## src/rtl/camera_pkg.sv

```systemverilog
// Shared types and parameter checks for the camera capture path.
package camera_pkg;

  typedef enum logic [1:0] {
    SYNC,
    WAIT_FRAME_START,
    ACTIVE
  } cam_state_e;

  function automatic bit params_legal(input int bpp, input int dec);
    return (bpp >= 1) && (bpp <= 4) && ((dec == 1) || (dec == 2) || (dec == 4));
  endfunction

endpackage

```

## src/rtl/pixel_packer.sv

```systemverilog
// Gathers camera bytes into one pixel word, first byte in the MSBs.
// word/done are combinational so the final byte is folded in on the cycle it arrives.
module pixel_packer #(
  parameter int BYTES_PER_PIXEL = 2
) (
  input  logic                         pixel_clock_in,
  input  logic                         rst_in,
  input  logic [7:0]                   byte_in,
  input  logic                         strobe,
  input  logic                         clear,
  output logic [8*BYTES_PER_PIXEL-1:0] word,
  output logic                         done
);

  localparam int PW = (BYTES_PER_PIXEL > 1) ? $clog2(BYTES_PER_PIXEL) : 1;

  logic [PW-1:0]                     phase;
  logic [BYTES_PER_PIXEL-1:0][7:0]   held;
  logic                              last;

  assign last = (phase == PW'(BYTES_PER_PIXEL - 1));
  assign done = strobe && !clear && last;

  always_comb begin
    word = held;
    for (int i = 0; i < BYTES_PER_PIXEL; i++)
      if (phase == PW'(BYTES_PER_PIXEL - 1 - i)) word[8*i +: 8] = byte_in;
  end

  always_ff @(posedge pixel_clock_in) begin
    if (rst_in) begin
      phase <= '0;
      held  <= '0;
    end else if (clear) begin
      phase <= '0;
    end else if (strobe) begin
      for (int i = 0; i < BYTES_PER_PIXEL; i++)
        if (phase == PW'(BYTES_PER_PIXEL - 1 - i)) held[i] <= byte_in;
      phase <= last ? '0 : phase + 1'b1;
    end
  end

endmodule

```

## src/rtl/camera_capture.sv

```systemverilog
// Camera DVP-style capture: frame/line tracking, pixel assembly, decimation and
// framing error detection. Partial first frame after reset is discarded.
module camera_capture
  import camera_pkg::*;
#(
  parameter int BYTES_PER_PIXEL = 2,
  parameter int H_MAX           = 320,
  parameter int V_MAX           = 240,
  parameter int DECIMATE        = 1
) (
  input  logic                         pixel_clock_in,
  input  logic                         rst_in,
  input  logic                         vsync_in,
  input  logic                         href_in,
  input  logic [7:0]                   pixel_data_in,
  output logic [8*BYTES_PER_PIXEL-1:0] pixel_data_out,
  output logic                         pixel_valid_out,
  output logic [$clog2(H_MAX)-1:0]     hcount_out,
  output logic [$clog2(V_MAX)-1:0]     vcount_out,
  output logic                         line_done_out,
  output logic                         frame_done_out,
  output logic                         frame_error_out
);

  localparam int HW  = $clog2(H_MAX);
  localparam int VW  = $clog2(V_MAX);
  localparam int CW  = $clog2(H_MAX + 1);
  localparam int LW  = $clog2(V_MAX + 1);
  localparam int DSH = $clog2(DECIMATE);

  if (!params_legal(BYTES_PER_PIXEL, DECIMATE)) begin : g_bad_params
    $error("camera_capture: BYTES_PER_PIXEL must be 1..4 and DECIMATE 1, 2 or 4");
  end

  cam_state_e                  state;
  logic                        href_q, partial;
  logic [CW-1:0]               col_cnt;
  logic [LW-1:0]               line_cnt;
  logic                        active, fall, line_ok, col_ok, keep;
  logic                        pk_strobe, pk_clear, pk_done;
  logic [8*BYTES_PER_PIXEL-1:0] pk_word;

  always_comb begin
    active    = (state == ACTIVE) && !vsync_in;
    fall      = active && href_q && !href_in;
    line_ok   = line_cnt < LW'(V_MAX);
    col_ok    = col_cnt < CW'(H_MAX);
    keep      = ((int'(col_cnt) % DECIMATE) == 0) && ((int'(line_cnt) % DECIMATE) == 0);
    pk_strobe = active && href_in && line_ok && col_ok;
    // vsync priority: any non-active cycle also throws away a half-built pixel
    pk_clear  = !active || fall;
  end

  pixel_packer #(.BYTES_PER_PIXEL(BYTES_PER_PIXEL)) u_packer (
    .pixel_clock_in (pixel_clock_in),
    .rst_in         (rst_in),
    .byte_in        (pixel_data_in),
    .strobe         (pk_strobe),
    .clear          (pk_clear),
    .word           (pk_word),
    .done           (pk_done)
  );

  always_ff @(posedge pixel_clock_in) begin
    if (rst_in) begin
      state           <= SYNC;
      href_q          <= 1'b0;
      partial         <= 1'b0;
      col_cnt         <= '0;
      line_cnt        <= '0;
      pixel_data_out  <= '0;
      pixel_valid_out <= 1'b0;
      hcount_out      <= '0;
      vcount_out      <= '0;
      line_done_out   <= 1'b0;
      frame_done_out  <= 1'b0;
      frame_error_out <= 1'b0;
    end else begin
      pixel_valid_out <= 1'b0;
      line_done_out   <= 1'b0;
      frame_done_out  <= 1'b0;
      href_q          <= active && href_in;
      unique case (state)
        SYNC: if (vsync_in) state <= WAIT_FRAME_START;
        WAIT_FRAME_START: begin
          if (!vsync_in) begin
            state           <= ACTIVE;
            line_cnt        <= '0;
            col_cnt         <= '0;
            partial         <= 1'b0;
            frame_error_out <= 1'b0;
          end
        end
        ACTIVE: begin
          if (vsync_in) begin
            state          <= WAIT_FRAME_START;
            frame_done_out <= 1'b1;
            partial        <= 1'b0;
          end else begin
            if (fall) begin
              line_done_out <= line_ok;
              if (line_ok) line_cnt <= line_cnt + 1'b1;
              col_cnt <= '0;
              partial <= 1'b0;
              if (partial) frame_error_out <= 1'b1;
            end
            // overflowing bytes or lines are dropped but flag the frame
            if (href_in && !(line_ok && col_ok)) frame_error_out <= 1'b1;
            if (pk_strobe) partial <= !pk_done;
            if (pk_done) begin
              col_cnt <= col_cnt + 1'b1;
              if (keep) begin
                pixel_valid_out <= 1'b1;
                pixel_data_out  <= pk_word;
                hcount_out      <= HW'(col_cnt >> DSH);
                vcount_out      <= VW'(line_cnt >> DSH);
              end
            end
          end
        end
        default: state <= SYNC;
      endcase
    end
  end

endmodule

```

## config.mk

```make
export PLATFORM = sky130hd
export DESIGN_NAME = camera_capture
export DESIGN_NICKNAME = d
export VERILOG_FILES = /design/src/rtl/camera_pkg.sv /design/src/rtl/pixel_packer.sv /design/src/rtl/camera_capture.sv
export SDC_FILE = /design/constraint.sdc
export NUM_CORES = 1
export LEC_CHECK = 0
export ABC_AREA = 0
export BUFFER_PORTS_ARGS = -buffer_cell sky130_fd_sc_hd__buf_4
export CAP_MARGIN = 25
export CORE_MARGIN = 8
export CORE_UTILIZATION = 44
export CTS_CLUSTER_DIAMETER = 150
export DETAILED_ROUTE_END_ITERATION = 8
export GPL_ROUTABILITY_DRIVEN = 0
export HOLD_SLACK_MARGIN = 0.06
export PLACE_DENSITY = 0.64
export REMOVE_ABC_BUFFERS = 1
export SLEW_MARGIN = 40
export SYNTH_ARGS = -nofsm -noshare
export SYNTH_HDL_FRONTEND = slang
export SYNTH_SLANG_ARGS = --single-unit
```

## constraint.sdc

```tcl
create_clock -name pixel_clock_in -period 1.6 [get_ports pixel_clock_in]
set_input_delay 0 -clock pixel_clock_in [delete_from_list [all_inputs] [get_ports pixel_clock_in]]
set_output_delay 0 -clock pixel_clock_in [all_outputs]
set_load 0.01 [all_outputs]
```

## Yosys cells after proc, flatten, opt, wreduce, memory -nomap -nowiden

Cells that the tools add are included.

| storage, ports and cells | value |
|---|---|
| logic and storage cells | 94 |
| output and inout bits | 37 |
| input port bits | 12 |
| bits in registers | 75 |

| cells by class | value |
|---|---|
| reduce and logical (&&, ||, !) cells | 31 |
| equality and inequality tests | 11 |
| bitwise gates (word level) | 4 |
| add/sub/neg operators | 3 |
| muxes and demuxes | 28 |
| $lt $le $gt $ge | 2 |

Operators with widths:

| cell | number |
|---|---|
| 8-bit two-way mux | 6 |
| 9-bit two-way mux | 4 |
| 9-bit one-hot mux with 2 select lines | 1 |
| 8-bit one-hot mux with 2 select lines | 1 |
| 1-bit two-way mux | 11 |
| 1-bit logical AND | 10 |
| 5-bit AND reduction | 2 |
| 9-bit by 1-bit adder with 9-bit output, second input constant | 1 |
| 9-bit < comparator, second input constant | 1 |
| 8-bit by 1-bit adder with 8-bit output, second input constant | 1 |
| 8-bit < comparator, second input constant | 1 |
| 2-bit != test, second input constant | 4 |
| 1-bit zero test | 6 |
| 3-bit by 2-bit != test with 1-bit output, second input constant | 2 |
| 3-bit AND reduction | 2 |
| 2-bit OR reduction | 3 |
| 2-bit two-way mux | 2 |
| 4-bit by 3-bit != test with 1-bit output, second input constant | 1 |
| 1-bit inverter | 4 |
| 1-bit one-hot mux with 2 select lines | 2 |
| 2-bit one-hot mux with 2 select lines | 1 |
| 2-bit AND reduction | 2 |
| 4-bit AND reduction | 1 |
| 4-bit OR reduction | 1 |
| 9 further kinds | 9 |

## Logic depth before layout (Yosys ltp)

Gate-level depths: netlist (run 1).

| depth | value |
|---|---|
| depth after elaboration | 12 |
| gate-level depth with buffers | 9 |
| gate-level depth less buffers | 6 |

## Hierarchy

From an unflattened synthesis (run 1), not the netlist that was laid out.

| unflattened totals | value |
|---|---|
| cell total of the unflattened synthesis | 376 |
| area, all modules | 3340.7 um^2 |

By module, submodules not included:

| module | cells each | instances | area an instance (um^2) | seq. area each (um^2) |
|---|---|---|---|---|
| camera_capture | 292 | 1 | 2429.8 | 1161.1 |
| pixel_packer | 84 | 1 | 910.9 | 340.3 |

## Worst setup path after synthesis (run 1)

Ideal clock, no wire load.

| path | value |
|---|---|
| path kind | reg2reg |
| from | register state[0] |
| to | register line_cnt[6] |
| cell stages (with the launch flop) | 8 |
| required time | 1.530 ns |
| period minus slack after synthesis | 1.772 ns |
| setup slack | -0.172 ns |
| data arrival time | 1.702 ns |
| library setup time | 0.070 ns |
| path through | dfxtp_1 -> inv_1 -> ha_1 -> buf_4 -> nor3b_4 -> o22ai_1 -> or4_1 -> a21oi_1 |

| on the way | value |
|---|---|
| word-level cells in the longest chain between the ends | 6 |
| elaborated cells between the ends (all ways) | 12 |
| classes of those cells | 6 x eq/ne; 1 x mux; 5 x reduce/logical |

RTL lines:

| element | RTL line | text |
|---|---|---|
| start, declared | camera_capture.sv:35 | `cam_state_e state;` |
| start signal, assigned | camera_capture.sv:66 | `state <= SYNC;` |
| start signal, assigned | camera_capture.sv:84 | `SYNC: if (vsync_in) state <= WAIT_FRAME_START;` |
| start signal, assigned | camera_capture.sv:87 | `state <= ACTIVE;` |
| 2-bit equality test | camera_capture.sv:44, camera_capture.sv:83 |  |
| 1-bit logical AND | camera_capture.sv:44 | `active = (state == ACTIVE) && !vsync_in;` |
| 1-bit logical AND (2 in a row) | camera_capture.sv:45 | `fall = active && href_q && !href_in;` |
| 2-bit != test (no line) | -- |  |
| 5-bit AND reduction (no line) | -- |  |
| end signal, assigned | camera_capture.sv:102 | `if (line_ok) line_cnt <= line_cnt + 1'b1;` |
| end, declared | camera_capture.sv:38 | `logic [LW-1:0] line_cnt;` |

Several ways; a longest one is shown, not always the timed one.
A chain may end at the register's enable or synchronous reset.

## Worst setup path in the final report (run 1)

| path | value |
|---|---|
| from | register state[0] |
| to | register line_cnt[0] |

The elaborated chain is that of the path after synthesis.

==> impl_metrics.yaml, run 1 <==
grt:
  grt_max_degree: 36
  grt_first_pass_wirelength_mm: 11.2
  grt_use_total_pct: 15.6
  antenna_found_initial: 0
  grt_pass1_vias: 2501
  grt_overflow_total: 0
synth:
  synth_area_leaders: "dfxtp_1 48%, nand2_1 11%, a21oi_1 7.9%, mux2i_1 2.9%, ha_1 2.7%"
  synth.distinct_cells: 47
  synth_top_family_by_area: "simple AND/OR/NAND/NOR gates"
  synth_seq_area_share_pct: 48.4
  synthAdderAreaFrac_pct: 2.71
  ys_warn_count: 0
  synth_simple_gate_area_share_pct: 25.6
  synth_area_per_cell_um2: 8.48
  synthMuxAreaShare_pct: 3.30
  yosys_register_bits: 67
  syn_inst: 327
  synth_area_mm2: 0.00277
  synth_xor_area_share_pct: 0.316
  synthArstFlopShare_pct: 0
  yosysTopAreaCell: "dfxtp_1"
  synth_edf_count: 0
  synth_compound_area_share_pct: 14.9
  yosys.area.top_type_share_pct: 48.4
  synth-main-ff-cell: "dfxtp_1"
critical_path:
  r2r_start: "state[0]"
  cp_max_fo: 6
  path_class: "reg2reg"
  setup.worst_path.end_class: "register"
  r2r_setup_slack_ps: -60
  cp.arrival_ps: 1940
  worstSetupStartpointType: "register"
  cp_data_required_time_ps: 1880
  timing.critical_path.from: "state[0]"
placement:
  io_buffers: 48
  hpwlAfterDp_mm: 4.53
  placed_area_mm2: 0.00340
timing:
  rsz0062_at_grt: "yes"
  fin_ws_ps: -64.3
  worst_hold_slack_ps: 76.2
  final_hold_viol_count: 0
  setup_tns_ps: -859
  slew_headroom_pct: 69.4
  finalSetupViolCount: 27
  max_freq_mhz: 601
  fin_crit_ps: 1660
  skew_ps: 9.82
  maxSlewViolCount: 0
  worst_pin_slew_ps: 459
  period_share_pct: 104
outcome:
  status: "finished with violations"
  failed_checks: "setup timing"
pwr:
  power_leakage_nw: 1.85
  p_per_area_mw_per_mm2: 751
  vdd_drop_max_mv: 0.496
drt:
  viasPerCell: 5.34
  drc: 0
  met1Wirelength_mm: 3.28
  drt-pass1-iter-count: 4
  wl_met2_mm: 3.75
  vias: 2696
  ant_nets: 0
  dr.first_iter.drc_count: 100
  wl_met3_um: 448
  postRouteWirelength_mm: 7.71
  post_drt_wl_per_cell_um: 15.3
  highest_layer: "met4"
job:
  cap_violations: 0
clocking:
  clkTransAtPathRegs_ps: 70
  cts_max_level: 3
  cts_buffer_depth: 2
  cts-root-buf: "clkbuf_8"
  clk_latency_ps: 340
  cts_tree: "yes"
  cts-buffers-inserted: 9
  cts.sinks: 67
worst_hold_path:
  hp-start: "rst_in"
  hold_path_class: "in2reg"
floorplanning:
  rows: 29
  coreArea_mm2: 0.00620
  start_util_pct: 44.7
  io-pin-count: 49
  die_w_um: 95.4
  die_h_um: 95.4
  die-area_mm2: 0.00909
layout:
  final_area_mm2: 0.00429
  fillers: 506
  final_common_cell: "buf_4"
  antenna_cells: 0
  nNetsFinal: 441
  drive_above_1_share_pct: 42.8
  layout_common_cells: "78 x buf_4, 65 x dfxtp_1, 57 x nand2_1, 23 x a21oi_1, 21 x a21oi_2"
  regArea_mm2: 0.00135
  multi_input_area_mm2: 0.00164
  area_delta_synth_final_pct: 54.8
[critical path, stage by stage, from the launching register on]
cell and delay (ps):
dfxtp_2 340, inv_2 50, ha_4 180, buf_6 120, or3b_4 400, a2111oi_4 350, a21oi_1 80, nor2_1 100
[synthesized netlist by cell type, types with 2 or more instances]
library cell  instances
a21oi_1              44
a31oi_1               4
and2_1                2
and3_1                4
and4_1                2
buf_2                11
buf_4                 3
clkbuf_1              7
dfxtp_1              67
ha_1                  6
inv_1                 4
mux2i_1               8
nand2_1              78
nand2b_1              3
nand3_1              14
nand3b_1              3
nand4_1               4
nor2_1               18
nor3_1                3
o21ai_0               7
o22ai_1               2
o31ai_1               2
or3_1                 7
[stage by stage]
stage | utilization (%) | setup slack (ps) | total power, W | cells
6_report | 69.1 | -64.3 | 0.00322 | 505
5_1_grt | 69.1 | -144 | 0.00334 | 505
4_1_cts | 61.7 | -71.5 | 0.00324 | 496
3_5_place_dp | 54.8 | -285 | 0.00186 | 464
3_3_place_gp | 54.8 | -193 | 0.00185 | 464
2_1_floorplan | - | -986 | 0.00176 | 305
[flip-flops by register name, summed over array words and instances (netlist names), 2 cells and up]
| register | flops |
|---|---|
| col_cnt | 9 |
| vcount_out | 8 |
| u_packer.held | 8 |
| pixel_data_out | 16 |
| line_cnt | 8 |
| hcount_out | 9 |
| state | 2 |
[where the power goes]
part / switching (W) / internal (W)
combinational: 0.000104 / 0.0000987
sequential: 0.00000366 / 0.00167
clock: 0.000612 / 0.000732
total: 0.000721 / 0.00250
[routing by layer]
metal	GRT usage [%]	up-vias
met2	25.0	72
met4	10.8	0
li1	-	1338
met1	18.1	1267
met3	3.70	19
met5	0	-
[final timing paths]
kind / endpoint / cells after the start
worst max-delay path: line_cnt[0] / 7
worst min-delay path: frame_done_out / 2
worst max register to register: line_cnt[0] / 7
worst min register to register: vcount_out[6] / 2
[final cells by class]
type | count | area share (%)
multi-input combinational | 234 | 38.3
tap | 77 | 2.25
clock buffer | 15 | 4.35
sequential | 67 | 31.4
inverter | 4 | 0.408
clock inverter | 1 | 0.117
timing repair buffer | 107 | 23.2
[kinds of logic after synthesis]
kind of cell / count (synthesis)
AND/OR/NAND/NOR: 148
adder cells (fa/ha/maj): 6
XOR/XNOR: 1
multiplexers: 9
AO/OA/AOI/OAI: 70
flip-flops: 67
buffers and inverters: 26
[timing repair]
action | 4_1_cts | 5_1_grt
gates cloned | 1 | 4
pin swaps | 11 | 42
buffers inserted | 4 | 7
setup endpoints to repair | 53 | 39
resized for setup | 26 | 86
hold buffers | 11 | 0
endpoints found under the hold margin | 20 | 0
No activity file was read; power rests on OpenSTA's default activity.
==> run 2, diff against run 1 <==
--- a/config.mk
+++ b/config.mk
@@ -10,6 +10,7 @@
 export CAP_MARGIN = 25
 export CORE_MARGIN = 8
 export CORE_UTILIZATION = 44
+export CTS_BUF_LIST = sky130_fd_sc_hd__clkbuf_2 sky130_fd_sc_hd__clkbuf_4 sky130_fd_sc_hd__clkbuf_8
 export CTS_CLUSTER_DIAMETER = 150
 export DETAILED_ROUTE_END_ITERATION = 8
 export GPL_ROUTABILITY_DRIVEN = 0
==> run 2 against run 1 <==
Against the previous run:
- the run still ends with setup timing left
- critical path depth is the same
- final cell count is 0.79% lower
- combinational power fell by 2%
- non-clock buffer count fell by 4
- sequential share of layout area up 1.6 points
- critical path type unchanged
==> impl_metrics.yaml, run 2 (synthesis results as in run 1) <==
outcome:
  status: "finished with violations"
  failed_checks: "setup timing"
timing:
  worst_pin_slew_ps: 383
  period_share_pct: 104
  final_hold_viol_count: 0
  fin_crit_ps: 1660
  max_freq_mhz: 604
  fin_ws_ps: -57.0
  finalSetupViolCount: 12
  skew_ps: 7.87
  maxSlewViolCount: 0
  slew_headroom_pct: 74.5
  rsz0062_at_grt: "yes"
critical_path:
  cpLargestDelayFamily: "simple AND/OR/NAND/NOR gates"
  setup.worst_path.end_class: "register"
  path_cells: "inv_2 -> ha_4 -> buf_6 -> or3b_4 -> a2111oi_4 -> a21oi_1 -> nor2_1"
  path_class: "reg2reg"
  cp_data_required_time_ps: 1880
  worstSetupStartpointType: "register"
  cp.buffers_inverters: 2
  cp.arrival_ps: 1930
  critPathSlowestCell: "or3b_4"
  worstSetupEndpoint: "line_cnt[0]"
  r2r_start: "state[0]"
  rr_endpoint: "line_cnt[0]"
  cp_max_fo: 6
  path_depth: 7
  timing.critical_path.from: "state[0]"
  r2r_setup_slack_ps: -60
  r2r_cells: 7
  slowest_delay_ps: 410
floorplanning:
  coreArea_mm2: 0.00620
  start_util_pct: 44.7
  die_w_um: 95.4
  die-area_mm2: 0.00909
  rows: 29
  io-pin-count: 49
  die_h_um: 95.4
grt:
  grt_overflow_total: 0
  grt_max_degree: 36
  grt_use_total_pct: 15.6
  antenna_found_initial: 0
  grt_pass1_vias: 2488
  grt_first_pass_wirelength_mm: 11.1
clocking:
  cts-root-buf: "clkbuf_8"
  cts.sinks: 67
  cts_tree: "yes"
  cts_max_level: 3
  clkTransAtPathRegs_ps: 70
  cts-buffers-inserted: 9
  clk_latency_ps: 340
  cts_buffer_depth: 2
pwr:
  power.net_switching_w: 0.000702
  switching_share_pct: 21.7
  vdd_drop_max_mv: 0.477
  p_clk_share_pct: 42.2
  power_w: 0.00324
  power_leakage_nw: 1.65
  internal_power_w: 0.00254
  power_frac_seq_pct: 51.7
  p_per_area_mw_per_mm2: 792
  p_comb_share_pct: 6.1
layout:
  antenna_cells: 0
  drive_above_1_share_pct: 34.9
  area_delta_synth_final_pct: 47.5
  final_cell_count_no_fill: 501
  final_common_cell: "buf_4"
  largestRegisters: "pixel_data_out x16, col_cnt x9, hcount_out x9"
  regArea_mm2: 0.00135
  layout_common_cells: "75 x buf_4, 73 x nand2_1, 65 x dfxtp_1, 36 x a21oi_1, 17 x nor2_1"
  final_area_mm2: 0.00409
  largest_register_ffs: 16
  multi_input_area_mm2: 0.00147
  top_register: "pixel_data_out"
  fillers: 529
  nNetsFinal: 437
drt:
  ant_nets: 0
  drt-pass1-iter-count: 4
  drc: 0
  postRouteWirelength_mm: 7.15
  viasPerCell: 5.27
  vias: 2638
  dr.first_iter.drc_count: 122
  post_drt_wl_per_cell_um: 14.3
worst_hold_path:
  hold_path_class: "in2reg"
job:
  cap_violations: 0
placement:
  hpwlAfterDp_mm: 4.53
  dp.cells: 464
  placed_area_mm2: 0.00340
  io_buffers: 48
[run 2: how the worst min path moves through the flow]
stage	startpoint	end	slack (ps)	cells after the start
floorplan	rst_in	col_cnt[3]	70	1
global placement	pixel_data_in[4]	u_packer.held[12]	240	3
detailed placement	pixel_data_in[2]	u_packer.held[10]	250	3
CTS	rst_in	line_cnt[0]	60	2
global route	rst_in	line_cnt[0]	80	2
finish	rst_in	frame_done_out	50	2
[run 2: per-stage QoR]
| step | hold slack, ps | setup TNS, ps | setup slack [ps] | utilization (%) |
|---|---|---|---|---|
| after detailed placement | 248 | -5340 | -285 | 54.8 |
| after global routing | 84.9 | -2130 | -134 | 65.9 |
| after floorplan | 67.9 | -30010 | -986 | - |
| after global placement | 239 | -3640 | -193 | 54.8 |
| final | 53.3 | -192 | -57.0 | 65.9 |
| after CTS | 61.5 | -140 | -71.7 | 62.0 |
[run 2: cell type report]
class,count,area share [%]
clock buffer,15,4.74
timing repair buffer,103,23.4
tap,77,2.36
sequential,67,32.9
clock inverter,1,0.122
multi-input combinational,234,36.0
inverter,4,0.429
[run 2: timing repair]
| action | in CTS | in global routing |
|---|---|---|
| gates cloned | 1 | 4 |
| hold buffers | 11 | 0 |
| setup buffers | 5 | 3 |
| endpoints found under the hold margin | 20 | 0 |
| resized for setup | 26 | 38 |
| pin swaps | 11 | 21 |
| setup endpoints to repair | 53 | 39 |
[run 2: power by group through the flow]
stage          clock network (W)   logic, W  registers (W)
2_1_floorplan                  0  0.0000476        0.00171
4_1_cts                  0.00141   0.000190        0.00167
5_1_grt                  0.00147   0.000216        0.00167
3_3_place_gp                   0   0.000143        0.00171
6_report                 0.00137   0.000199        0.00167
3_5_place_dp                   0   0.000145        0.00171
[run 2: per-layer routing]
| metal | up-vias | track usage, % | wire length, um |
|---|---|---|---|
| met3 | 16 | 3.70 | 406 |
| met5 | - | 0 | 0 |
| met2 | 66 | 25.1 | 3390 |
| met1 | 1233 | 18.0 | 3160 |
| li1 | 1323 | - | - |
| met4 | 0 | 10.8 | 206 |
